`config.mk`:
```
export PLATFORM = sky130hd
export DESIGN_NAME = vid_pattern_gen
export DESIGN_NICKNAME = d
export VERILOG_FILES = /design/src/rtl/vid_pattern_gen.sv
export SDC_FILE = /design/constraint.sdc
export NUM_CORES = 1
export LEC_CHECK = 0
export ABC_AREA = 0
export CORE_MARGIN = 5
export CORE_UTILIZATION = 40
export CTS_CLUSTER_SIZE = 8
export DETAILED_ROUTE_END_ITERATION = 10
export GPL_TIMING_DRIVEN = 0
export SYNTH_ARGS = -nofsm -noshare
export SYNTH_HDL_FRONTEND = slang
export SYNTH_SLANG_ARGS = --single-unit
```
`constraint.sdc`:
```
create_clock -name clk -period 2.4 [get_ports clk]
set_input_delay 0.24 -clock clk [delete_from_list [all_inputs] [get_ports clk]]
set_output_delay 0.24 -clock clk [all_outputs]
set_load 0.005 [all_outputs]
```
`src/rtl/vid_pattern_gen.sv`:
```
// -----------------------------------------------------------------------------
// vid_pattern_gen
//
// Video timing and test-pattern generator. A pair of 12-bit raster counters
// (h_cnt, v_cnt) walks the full frame, including blanking. From the counter
// state the block derives active video, horizontal/vertical sync and one of
// four test patterns. Every output is registered, so all outputs lag the
// counter state by exactly one clock and stay mutually aligned.
//
// Run control is a small FSM:
//   IDLE  : counters parked at 0,0; outputs idle.
//   RUN   : counters free-run across frame boundaries.
//   DRAIN : en was dropped. The current frame is finished and then the FSM
//           parks in IDLE. If en returns first, the FSM goes back to RUN
//           without disturbing the raster.
//
// Parameters
//   H_ACTIVE/H_FP/H_SYNC/H_BP : horizontal timing in pixels (H_ACTIVE % 8 == 0)
//   V_ACTIVE/V_FP/V_SYNC/V_BP : vertical timing in lines
//   HS_POL/VS_POL             : level of the sync pulse while it is asserted
//
// Ports
//   clk          in   rising-edge clock
//   rst_n        in   asynchronous active-low reset
//   en           in   run request
//   sw[7:0]      in   pattern control, sampled once per frame
//                     [1:0] mode: 00 solid, 01 bars, 10 ramp, 11 checker
//                     [2]   invert rgb inside the active region
//                     [4:3] unused
//                     [7:5] solid colour r/g/b
//   tx_red/green/blue[7:0] out  pixel data, 0 outside active video
//   tx_dv        out  active video
//   tx_hs        out  horizontal sync
//   tx_vs        out  vertical sync
//   frame_start  out  one-cycle pulse on the first pixel of each frame
// -----------------------------------------------------------------------------
module vid_pattern_gen #(
    parameter int   H_ACTIVE = 1920,
    parameter int   H_FP     = 88,
    parameter int   H_SYNC   = 44,
    parameter int   H_BP     = 148,
    parameter int   V_ACTIVE = 1080,
    parameter int   V_FP     = 4,
    parameter int   V_SYNC   = 5,
    parameter int   V_BP     = 36,
    parameter logic HS_POL   = 1'b1,
    parameter logic VS_POL   = 1'b1
) (
    input  logic       clk,
    input  logic       rst_n,
    input  logic       en,
    input  logic [7:0] sw,
    output logic [7:0] tx_red,
    output logic [7:0] tx_green,
    output logic [7:0] tx_blue,
    output logic       tx_dv,
    output logic       tx_hs,
    output logic       tx_vs,
    output logic       frame_start
);

    localparam int H_TOTAL = H_ACTIVE + H_FP + H_SYNC + H_BP;
    localparam int V_TOTAL = V_ACTIVE + V_FP + V_SYNC + V_BP;

    localparam logic [11:0] H_LAST     = 12'(H_TOTAL - 1);
    localparam logic [11:0] V_LAST     = 12'(V_TOTAL - 1);
    localparam logic [11:0] H_ACT      = 12'(H_ACTIVE);
    localparam logic [11:0] V_ACT      = 12'(V_ACTIVE);
    localparam logic [11:0] HS_START   = 12'(H_ACTIVE + H_FP);
    localparam logic [11:0] HS_END     = 12'(H_ACTIVE + H_FP + H_SYNC);
    localparam logic [11:0] VS_START   = 12'(V_ACTIVE + V_FP);
    localparam logic [11:0] VS_END     = 12'(V_ACTIVE + V_FP + V_SYNC);
    localparam logic [11:0] BAR_LAST   = 12'(H_ACTIVE / 8 - 1);

    typedef enum logic [1:0] {
        ST_IDLE  = 2'd0,
        ST_RUN   = 2'd1,
        ST_DRAIN = 2'd2
    } state_e;

    state_e      state_q, state_d;
    logic [11:0] h_cnt_q, h_cnt_d;
    logic [11:0] v_cnt_q, v_cnt_d;
    logic [11:0] bar_pix_q, bar_pix_d;
    logic [2:0]  bar_k_q, bar_k_d;
    logic [7:0]  sw_q, sw_d;

    logic [7:0]  red_d, green_d, blue_d;
    logic        dv_d, hs_d, vs_d, fs_d;

    logic        running;
    logic        line_end;
    logic        frame_end;
    logic        frame_first;
    logic        active;
    logic [7:0]  sw_cur;
    logic [7:0]  pat_r, pat_g, pat_b;
    logic        checker_on;
    logic        unused_sw;

    assign running     = (state_q != ST_IDLE);
    assign line_end    = (h_cnt_q == H_LAST);
    assign frame_end   = line_end && (v_cnt_q == V_LAST);
    assign frame_first = running && (h_cnt_q == 12'd0) && (v_cnt_q == 12'd0);
    assign active      = (h_cnt_q < H_ACT) && (v_cnt_q < V_ACT);

    // The pixel at 0,0 is the one that latches sw, so it must already be
    // rendered with the new settings; every later pixel uses the latched copy.
    assign sw_cur     = frame_first ? sw : sw_q;
    assign checker_on = h_cnt_q[4] ^ v_cnt_q[4];
    assign unused_sw  = ^sw_cur[4:3];

    // ------------------------------------------------------------------
    // FSM: state register
    // ------------------------------------------------------------------
    always_ff @(posedge clk or negedge rst_n) begin
        if (!rst_n) begin
            state_q <= ST_IDLE;
        end else begin
            state_q <= state_d;
        end
    end

    // ------------------------------------------------------------------
    // FSM: next-state logic
    // ------------------------------------------------------------------
    always_comb begin
        state_d = state_q;
        case (state_q)
            ST_IDLE: begin
                if (en) state_d = ST_RUN;
            end
            ST_RUN: begin
                if (!en) state_d = ST_DRAIN;
            end
            ST_DRAIN: begin
                // Re-request wins over the end-of-frame park so the raster
                // keeps running without a restart.
                if (en)             state_d = ST_RUN;
                else if (frame_end) state_d = ST_IDLE;
            end
            default: state_d = ST_IDLE;
        endcase
    end

    // ------------------------------------------------------------------
    // Raster counters, bar counter and sw latch (next-state)
    // ------------------------------------------------------------------
    always_comb begin
        h_cnt_d   = 12'd0;
        v_cnt_d   = 12'd0;
        bar_pix_d = 12'd0;
        bar_k_d   = 3'd0;
        sw_d      = sw_q;

        if (running) begin
            if (line_end) begin
                h_cnt_d = 12'd0;
                v_cnt_d = (v_cnt_q == V_LAST) ? 12'd0 : v_cnt_q + 12'd1;
            end else begin
                h_cnt_d = h_cnt_q + 12'd1;
                v_cnt_d = v_cnt_q;
            end

            // Bar index advances every H_ACTIVE/8 pixels and saturates at 7
            // through the blanking; it restarts with each new line.
            if (!line_end) begin
                if (bar_pix_q == BAR_LAST) begin
                    bar_pix_d = 12'd0;
                    bar_k_d   = (bar_k_q == 3'd7) ? 3'd7 : bar_k_q + 3'd1;
                end else begin
                    bar_pix_d = bar_pix_q + 12'd1;
                    bar_k_d   = bar_k_q;
                end
            end
        end

        if (frame_first || (state_q == ST_IDLE && en)) begin
            sw_d = sw;
        end
    end

    always_ff @(posedge clk or negedge rst_n) begin
        if (!rst_n) begin
            h_cnt_q   <= 12'd0;
            v_cnt_q   <= 12'd0;
            bar_pix_q <= 12'd0;
            bar_k_q   <= 3'd0;
            sw_q      <= 8'd0;
        end else begin
            h_cnt_q   <= h_cnt_d;
            v_cnt_q   <= v_cnt_d;
            bar_pix_q <= bar_pix_d;
            bar_k_q   <= bar_k_d;
            sw_q      <= sw_d;
        end
    end

    // ------------------------------------------------------------------
    // Pattern generation
    // ------------------------------------------------------------------
    always_comb begin
        pat_r = 8'd0;
        pat_g = 8'd0;
        pat_b = 8'd0;
        case (sw_cur[1:0])
            2'b00: begin
                pat_r = {8{sw_cur[7]}};
                pat_g = {8{sw_cur[6]}};
                pat_b = {8{sw_cur[5]}};
            end
            2'b01: begin
                pat_r = {8{bar_k_q[2]}};
                pat_g = {8{bar_k_q[1]}};
                pat_b = {8{bar_k_q[0]}};
            end
            2'b10: begin
                pat_r = h_cnt_q[7:0];
                pat_g = h_cnt_q[7:0];
                pat_b = h_cnt_q[7:0];
            end
            default: begin
                pat_r = {8{checker_on}};
                pat_g = {8{checker_on}};
                pat_b = {8{checker_on}};
            end
        endcase
        if (sw_cur[2]) begin
            pat_r = ~pat_r;
            pat_g = ~pat_g;
            pat_b = ~pat_b;
        end
    end

    // ------------------------------------------------------------------
    // FSM: output logic (values registered on the next edge)
    // ------------------------------------------------------------------
    always_comb begin
        dv_d    = running && active;
        // Gating by dv keeps rgb at zero in blanking, which also confines
        // the inversion to the active region.
        red_d   = dv_d ? pat_r : 8'd0;
        green_d = dv_d ? pat_g : 8'd0;
        blue_d  = dv_d ? pat_b : 8'd0;
        hs_d    = (running && h_cnt_q >= HS_START && h_cnt_q < HS_END) ? HS_POL : ~HS_POL;
        vs_d    = (running && v_cnt_q >= VS_START && v_cnt_q < VS_END) ? VS_POL : ~VS_POL;
        fs_d    = frame_first;
    end

    always_ff @(posedge clk or negedge rst_n) begin
        if (!rst_n) begin
            tx_red      <= 8'd0;
            tx_green    <= 8'd0;
            tx_blue     <= 8'd0;
            tx_dv       <= 1'b0;
            tx_hs       <= ~HS_POL;
            tx_vs       <= ~VS_POL;
            frame_start <= 1'b0;
        end else begin
            tx_red      <= red_d;
            tx_green    <= green_d;
            tx_blue     <= blue_d;
            tx_dv       <= dv_d;
            tx_hs       <= hs_d;
            tx_vs       <= vs_d;
            frame_start <= fs_d;
        end
    end

endmodule

```
==> After elaboration in Yosys (flattened, before gate mapping) <==
Cells that the tools add are included.
{ "word_totals": {"register_bits": 77, "latch_bits": 0, "mem_bits_rw": 0, "romBits": 0, "input_bits": 11, "memories": 0} }
{ "op_classes": {"add_sub_neg": 4, "multipliers": 0, "div": 0, "order_cmp": 6, "eq_ne": 13, "n_shift": 0, "muxes": 29, "bitwise_logic": 4, "reduce_logical": 17} }
{ "ops": {"columns": ["operator", "count"], "rows": [
  ["two-way mux 12 bit", 8],
  ["case mux 8 bit (3 select lines)", 3],
  ["two-way mux 8 bit", 7],
  ["adder 12 x 1 -> 12 bit (second input constant)", 3],
  ["less-than comparator 12 x 11 -> 1 bit (second input constant)", 3],
  ["greater-or-equal comparator 12 x 11 -> 1 bit (second input constant)", 2],
  ["zero test 12 bit", 2],
  ["inverter 8 bit", 3],
  ["equality test 12 x 11 -> 1 bit (second input constant)", 1],
  ["equality test 12 bit (second input constant)", 1],
  ["equality test 12 x 8 -> 1 bit (second input constant)", 1],
  ["less-than comparator 12 bit (second input constant)", 1],
  ["two-way mux 3 bit", 4],
  ["logical AND 1 bit", 10],
  ["two-way mux 2 bit", 4],
  ["case mux 2 bit (3 select lines)", 1],
  ["equality test 2 x 1 -> 1 bit (second input constant)", 2],
  ["equality test 2 bit (second input constant)", 2],
  ["zero test 2 bit", 2],
  ["inequality test 2 bit (second input constant)", 2],
  ["adder 3 x 1 -> 3 bit (second input constant)", 1],
  ["equality test 3 bit (second input constant)", 1],
  ["inequality test 3 x 1 -> 1 bit (second input constant)", 1],
  ["inequality test 3 bit (second input constant)", 1],
  ["other kinds (6)", 7]
]} }

==> Depth between registers and ports, before layout <==
Gate-level depths: netlist of run 1.
{ "logic_depth": {"ltp_word": 9, "depth_mapped": 10, "depth_no_buf": 8} }

==> Worst setup path after synthesis of run 1 <==
No wires, ideal clock.
{ "synth_path": {"path_kind": "reg-to-reg", "start": "reg v_cnt_q[0]", "end": "reg tx_red[0]", "setup_time_ns": 0.127, "arrival_time_ns": 2.016, "required_time_ns": 2.273, "slack_ns": 0.258, "stages_incl_launch_ff": 10, "path_buffers": 1, "period_less_slack_ns": 2.142, "path_cell_list": "dfrtp_1 -> inv_1 -> ha_1 -> nor3b_1 -> and4_4 -> and2_4 -> buf_12 -> mux2i_2 -> a21oi_1 -> mux2i_1"} }
{ "synth_via": {"elab_chain_len": 8, "elab_cells_between_ends": 13, "classes_between": "order compare (1); eq/ne (2); mux (4); bitwise (1); reduce/logical (5)"} }
{ "synth_rtl": {"columns": ["element", "line_no", "rtl"], "rows": [
  ["start: declaration", "83", "logic [11:0] v_cnt_q, v_cnt_d;"],
  ["start signal: assignment", "192", "v_cnt_q <= v_cnt_d;"],
  ["zero test 12 bit", "104", "assign frame_first = running && (h_cnt_q == 12'd0) && (v_cnt_q == 12'd0);"],
  ["logical AND 1 bit", "104", null],
  ["two-way mux 8 bit", "109", "assign sw_cur = frame_first ? sw : sw_q;"],
  ["equality test 2 bit, or another cell as far along", "206", "case (sw_cur[1:0])"],
  ["case mux 8 bit (3 select lines)", "206", null],
  ["inverter 8 bit", "229", "pat_r = ~pat_r;"],
  ["two-way mux 8 bit", "228", "if (sw_cur[2]) begin"],
  ["two-way mux 8 bit *", "242", "red_d = dv_d ? pat_r : 8'd0;"],
  ["named net red_d[0]", "88", "logic [7:0] red_d, green_d, blue_d;"],
  ["end signal: assignment", "260", "tx_red <= red_d;"],
  ["end: declaration", "53", "output logic [7:0] tx_red,"]
]} }
The timed path passes the listed nets; every way through them passes the cells marked *.
A chain may end at the register's enable or synchronous reset.

==> Worst setup path in the final report of run 1 <==
{ "layout_path": {"start": "reg v_cnt_q[0]", "end": "reg tx_green[0]"} }
{ "layout_via": {"elab_chain_len": 8, "elab_cells_between_ends": 13, "classes_between": "order compare (1); eq/ne (2); mux (4); bitwise (1); reduce/logical (5)"} }
{ "layout_rtl": {"columns": ["element", "line_no", "rtl"], "rows": [
  ["zero test 12 bit", "104", null],
  ["logical AND 1 bit", "104", null],
  ["two-way mux 8 bit", "109", null],
  ["equality test 2 bit, or another cell as far along", "206", null],
  ["case mux 8 bit (3 select lines)", "206", null],
  ["inverter 8 bit", "230", "pat_g = ~pat_g;"],
  ["two-way mux 8 bit", "228", null],
  ["two-way mux 8 bit *", "243", "green_d = dv_d ? pat_g : 8'd0;"],
  ["named net green_d[0]", "88", null],
  ["end signal: assignment", "261", "tx_green <= green_d;"],
  ["end: declaration", "54", "output logic [7:0] tx_green,"]
]} }
Marks and branches as above.

==> results of run 1 <==
[cells in the mapped netlist (3+ instances only)]
library cell  number  area, um^2
mux2_2             6       67.56
buf_2              7       35.03
nor3_1             9       45.04
inv_1             10       37.54
and2_1             4       25.02
xnor2_1            7       61.31
ha_1               6       75.07
a21oi_1           31       155.2
clkbuf_1           6       22.52
mux2i_2            3       41.29
xor2_1            17       148.9
dfrtp_1           75        1877
or3_1              4       25.02
a31oi_1            3       18.77
and3_1             3       18.77
o21ai_0           11       55.05
nand2b_1           5       31.28
nand4_1           14       87.58
nor3b_1            3       22.52
nand3_1           15       75.07
nor2_1            58       217.7
mux2i_1           27       270.3
o21bai_1           7       52.55
nand2_1           21       78.83
[layout make-up]
class | instances | share of cell area
Buffer | 16 | 0.02439
Clock buffer | 10 | 0.02854
Clock inverter | 6 | 0.01479
Inverter | 10 | 0.007784
Multi-Input combinational cell | 282 | 0.4048
Sequential cell | 75 | 0.3892
Tap cell | 129 | 0.03347
Timing Repair Buffer | 47 | 0.09704
[logic make-up (layout without fill, tap and decap cells)]
logic type | Yosys count | in the layout | share of synthesized area
flops | 75 | 75 | 0.4870
simple gates | 148 | 148 | 0.1942
compound gates | 68 | 68 | 0.1107
fa+ha+maj | 6 | 6 | 0.01948
xor+xnor | 24 | 24 | 0.05455
mux | 36 | 36 | 0.09838
buf+inv | 26 | 89 | 0.03571
[power breakdown]
part / total (mW) / switching (mW) / leakage, nW / internal [mW]
Combinational: 2.51 / 1.22 / 1.05 / 1.28
Sequential: 1.74 / 0.163 / 0.983 / 1.58
Clock: 1.02 / 0.501 / 0.0995 / 0.518
[sequential cells by signal (all words and copies together), names as in the netlist]
signal,count
bar_pix_q,12
h_cnt_q,12
v_cnt_q,12
tx_blue,8
tx_green,8
tx_red,8
sw_q,6
bar_k_q,3
state_q,2
frame_start,1
tx_dv,1
tx_hs,1
tx_vs,1
[metrics by stage]
stage	power (mW)	instance area (um^2)	hold WS, ps	utilization	setup slack, ps
CTS	5.006	4638	378.7	0.4973	-1.124
finish	5.266	4822	365.2	0.5170	86.67
detailed placement	3.952	4400	205.9	0.4718	-259.9
global placement	3.916	4375	436.9	0.4691	-1511
floorplan	3.191	3854	-55.59	-	257.9
global route	5.625	4822	399.4	0.5170	-43.42
[how the worst min path moves through the flow]
stage	end	from	slack (ps)	cells after the start
after floorplan	bar_k_q[0]	rst_n	-60	0
after global placement	bar_pix_q[0]	bar_pix_q[0]	440	1
after detailed placement	sw_q[6]	rst_n	210	1
after CTS	tx_red[7]	rst_n	380	2
after global routing	bar_pix_q[5]	rst_n	400	2
final	tx_red[7]	rst_n	370	2
[worst register-to-register path, cell delays in order (launching register included)]
cell,delay (ps)
dfrtp_1,410
inv_2,80
ha_2,180
nor3b_4,220
and4_4,290
and2_4,160
buf_12,140
mux2i_4,260
nand2b_4,220
buf_6,140
mux2i_1,90
[routing by layer]
| layer | routed length (um) | vias up |
|---|---|---|
| li1 | - | 1459 |
| met1 | 4210 | 1452 |
| met2 | 4002 | 52 |
| met3 | 342 | 9 |
| met4 | 134 | 0 |
| met5 | 0 | - |
[what timing repair did]
action / in CTS / in global routing
pin swaps: 0 / 4
setup endpoints to repair: 30 / 42
resized for setup: 3 / 36
buffers inserted: 0 / 6
hold buffers: 1 / 0
gates cloned: 0 / 3
endpoints found under the hold margin: 31 / 0
==> reports/results.ini, run 1 <==
[worst_setup_path]
r2r_cells = 10
cp_cell_sequence = inv_2, ha_2, nor3b_4, and4_4, and2_4, buf_12, mux2i_4, nand2b_4, buf_6, mux2i_1
rrSetupSlack_ps = 90
cp-start-kind = register
path_class = register to register
worstPathRequired_ps = 2610
cp_top_family = simple AND/OR/NAND/NOR gates
worst-path-stages = 10
critPathLaunch = v_cnt_q[0]
slowest_stage = dfrtp_1
reg2reg_from = v_cnt_q[0]
crit_buf_inv = 3
endpoint_kind = register
cp.arrival_ps = 2530
reg2reg_to = tx_green[0]
path_max_fanout = 8
crit_end = tx_green[0]
cpPeakStageDelay_ps = 410

[drt]
vias_per_cell = 5.169
firstDrtPassIters = 4
num_vias = 2972
ant_nets = 0
drc = 0
drtIter0Drc = 156
routedWlPerCell_um = 15.11
drt_wl_total_um = 8689

[grt]
grt_pass1_wl_um = 14370
gr-usage-met2 = 0.2402
antenna_found_initial = 0
grtUsageMet1 = 0.2165
grt_max_degree = 45
met3_usage = 0.03463
grt_usage = 0.1567
grt-busiest-layer = met2
grt_overflow = 0
grt_pass1_vias = 2852

[sta]
setup_viol = 0
fmaxAchievable_ghz = 0.4323
max_slew.worst_pin.slew_ps = 453.2
slew_headroom = 0.6979
rsz0062_at_grt = yes
period_minus_slack_ps = 2313
slew_violations = 0
skew_ps = 17.95
setup_tns_ps = 0
period_share = 0.9639
finalHoldViolCount = 0

[floorplan]
die_x_um = 108.2
ios = 39
core_mm2 = 0.009328
initial_core_util = 0.4131
dieArea_mm2 = 0.01170
fp-row-count = 35
die_h_um = 108.2

[final_layout]
multi_input_area_mm2 = 0.001952
layout-drive-gt1-share = 0.1637
mostFrequentLayoutCell = dfrtp_1
syn_to_final_growth_pct = 25.13
layout_common_cells = dfrtp_1, nor2_1, clkdlybuf4s50_1
fill_cells = 862
seqCellArea_mm2 = 0.001877
final-instance-count-excl-fill = 575
nets = 458
antenna_cells = 0

[placement]
port_buffers = 36
gp_congestion = 0.8536
hpwl_um = 6299
post-place-cells = 549

[synth]
syn-cell-area_mm2 = 0.003854
synth_edf_count = 0
seq_area_frac_synth = 0.4870
yosysUniqueCellTypes = 50
avgSynthCellArea_um2 = 10.06
synth.ff_latch_count = 75
synth_flop_cell = dfrtp_1
postSynthCellCount = 383
ys_async_sr_fraction = 1.000
synth_fp_nets = 400
synth_warnings = 0

[clocking]
clockBufferDepth = 2
clk_latency_ps = 350
root_buffer = clkbuf_8
cts_buffers = 9
cts_sinks = 75
cts_tree = yes
cts_htree_levels = 3
cts.clk_slew.worst_paths_ps = 90

[run_status]
outcome = complete, no violations

[worst_hold_path]
hold_class = input pin to asynchronous set/reset pin

[power]
power_density_mw_per_mm2 = 1092
power_leakage_nw = 2.133
max-vdd-ir-drop_uv = 395.6

[run]
maxCapViolCount = 0

(Power assumes the default switching activity.)
==> inputs of run 2 (changes only) <==
CORE_MARGIN = unset   (was 5)
PLACE_DENSITY_LB_ADDON = 0.08   (was unset)
==> reports/results.ini, run 2 (synthesis results as in run 1) <==
[power]
power_leakage_nw = 2.121  ; was 2.133 nW
power_density_mw_per_mm2 = 1121  ; was 1092 mW/mm^2
power_mw = 5.339  ; was 5.266 mW
max-vdd-ir-drop_uv = 374.9  ; was 395.6 uV

[worst_setup_path]
path_max_fanout = 3  ; was 8
worstPathRequired_ps = 2660  ; was 2610 ps
endpoint_kind = register  ; unchanged
reg2reg_from = v_cnt_q[0]  ; unchanged
path_class = register to register  ; unchanged
crit_end = tx_red[0]  ; was tx_green[0]
rrSetupSlack_ps = 110  ; was 90 ps
reg2reg_to = tx_red[0]  ; was tx_green[0]
cp-start-kind = register  ; unchanged
critPathLaunch = v_cnt_q[0]  ; unchanged
cp.arrival_ps = 2550  ; was 2530 ps
r2r_cells = 8  ; was 10

[sta]
period_share = 0.9556  ; was 0.9639
slew_headroom = 0.6512  ; was 0.6979
setup_slack_ps = 106.6  ; was 86.67 ps
period_minus_slack_ps = 2293  ; was 2313 ps
fmaxAchievable_ghz = 0.4360  ; was 0.4323 GHz
setup_viol = 0  ; unchanged
finalHoldViolCount = 0  ; unchanged
rsz0062_at_grt = yes  ; unchanged
skew_ps = 10.88  ; was 17.95 ps
slew_violations = 0  ; unchanged
fin_hold_ws_ps = 320.4  ; was 365.2 ps
max_slew.worst_pin.slew_ps = 521.5  ; was 453.2 ps

[floorplan]
initial_core_util = 0.4151  ; was 0.4131
core_mm2 = 0.009284  ; was 0.009328 mm^2
dieArea_mm2 = 0.01003  ; was 0.01170 mm^2
die_x_um = 100.2  ; was 108.2 um
die_h_um = 100.2  ; was 108.2 um
fp-row-count = 35  ; unchanged
ios = 39  ; unchanged

[placement]
port_buffers = 36  ; unchanged
hpwl_um = 6076  ; was 6299 um
gp_congestion = 0.8916  ; was 0.8536
post-place-cells = 549  ; unchanged
dp_slack_ps = -176.6  ; was -259.9 ps
placed_area_mm2 = 0.004400  ; unchanged

[drt]
ant_nets = 0  ; unchanged
num_vias = 2900  ; was 2972
drt_wl_total_um = 8375  ; was 8689 um
vias_per_cell = 5.115  ; was 5.169
firstDrtPassIters = 4  ; unchanged
drc = 0  ; unchanged
routedWlPerCell_um = 14.77  ; was 15.11 um
drtIter0Drc = 93  ; was 156

[worst_hold_path]
hold_class = input pin to asynchronous set/reset pin  ; unchanged

[grt]
grt_usage = 0.1833  ; was 0.1567
grt_max_degree = 54  ; was 45
gr-usage-met2 = 0.2866  ; was 0.2402
grt_pass1_vias = 2795  ; was 2852
grt-busiest-layer = met2  ; unchanged
grt_pass1_wl_um = 14160  ; was 14370 um
met3_usage = 0.02577  ; was 0.03463
grt_overflow = 0  ; unchanged
grtUsageMet1 = 0.2596  ; was 0.2165
antenna_found_initial = 0  ; unchanged

[clocking]
cts_htree_levels = 3  ; unchanged
cts_sinks = 75  ; unchanged
cts.clk_slew.worst_paths_ps = 80  ; was 90 ps
cts_tree = yes  ; unchanged
clockBufferDepth = 2  ; unchanged
clk_latency_ps = 350  ; about the same
cts_buffers = 9  ; unchanged
root_buffer = clkbuf_8  ; unchanged

[run]
maxCapViolCount = 0  ; unchanged

[final_layout]
nets = 450  ; was 458
final-instance-count-excl-fill = 567  ; was 575
reg_top3 = bar_pix_q (12), h_cnt_q (12), v_cnt_q (12)  ; unchanged
layout-drive-gt1-share = 0.1187  ; was 0.1637
syn_to_final_growth_pct = 23.57  ; was 25.13%
antenna_cells = 0  ; unchanged
mostFrequentLayoutCell = dfrtp_1  ; unchanged
layout_common_cells = dfrtp_1, nor2_1, clkdlybuf4s50_1  ; unchanged
design_area_mm2 = 0.004762  ; was 0.004822 mm^2

[run_status]
outcome = complete, no violations  ; unchanged

## run 2: cell types whose count changed in the layout (fill, tap and decap cells not counted), sizes merged
| cell | change |
|---|---|
| clkinvlp | -2 |
| clkinv | +1 |
| buf | -8 |
| bufinv | +3 |
| inv | -2 |
## run 2: through the flow
stage                 util  setup TNS (ps)
floorplan                -               0
global placement    0.4713         -117530
detailed placement  0.4740           -2881
CTS                 0.5075               0
global route        0.5129          -225.4
finish              0.5129               0
## run 2: critical path: stages (launching register included)
cell     delay, ps
dfrtp_1        400
inv_1          100
ha_1           180
nor3b_4        230
nand4_1        250
o31ai_1        410
a22oi_1        210
a21oi_1        180
mux2i_1        240
## run 2: worst min path at each step
| stage | slack, ps | end | cells after the start |
|---|---|---|---|
| after floorplan | -60 | bar_k_q[0] | 0 |
| after global placement | 450 | bar_pix_q[0] | 1 |
| after detailed placement | 160 | sw_q[5] | 1 |
| after CTS | 320 | sw_q[5] | 2 |
| after global routing | 350 | sw_q[5] | 2 |
| final | 320 | sw_q[5] | 2 |
## run 2: area by class of cell
| cell class | instances | area, um^2 |
|---|---|---|
| multi-input combinational | 282 | 1912 |
| inverter | 10 | 37.54 |
| tap | 129 | 161.4 |
| clock buffer | 10 | 127.6 |
| buffer | 16 | 106.4 |
| fill | 881 | 4522 |
| sequential | 75 | 1877 |
| timing repair buffer | 39 | 402.9 |
| clock inverter | 6 | 137.6 |
## run 2: per-layer routing
metal,vias to the layer above,part of all wire,wire length (um)
li1,1445,-,-
met1,1390,0.49,4143
met2,56,0.46,3867
met3,9,0.030,255
met4,0,0.013,108
met5,-,0,0
## run 2: repair_timing
action                     in CTS  in global routing
resized for setup               5                 13
buffers inserted                0                  1
setup endpoints to repair      30                 30
pin swaps                       1                  1
hold endpoints to repair       22                  0
hold buffers                    1                  0
## run 2: where the power goes
group / internal, mW / total (mW) / switching [mW]
logic: 1.17 / 2.30 / 1.13
clock network: 0.800 / 1.29 / 0.494
registers: 1.58 / 1.74 / 0.165
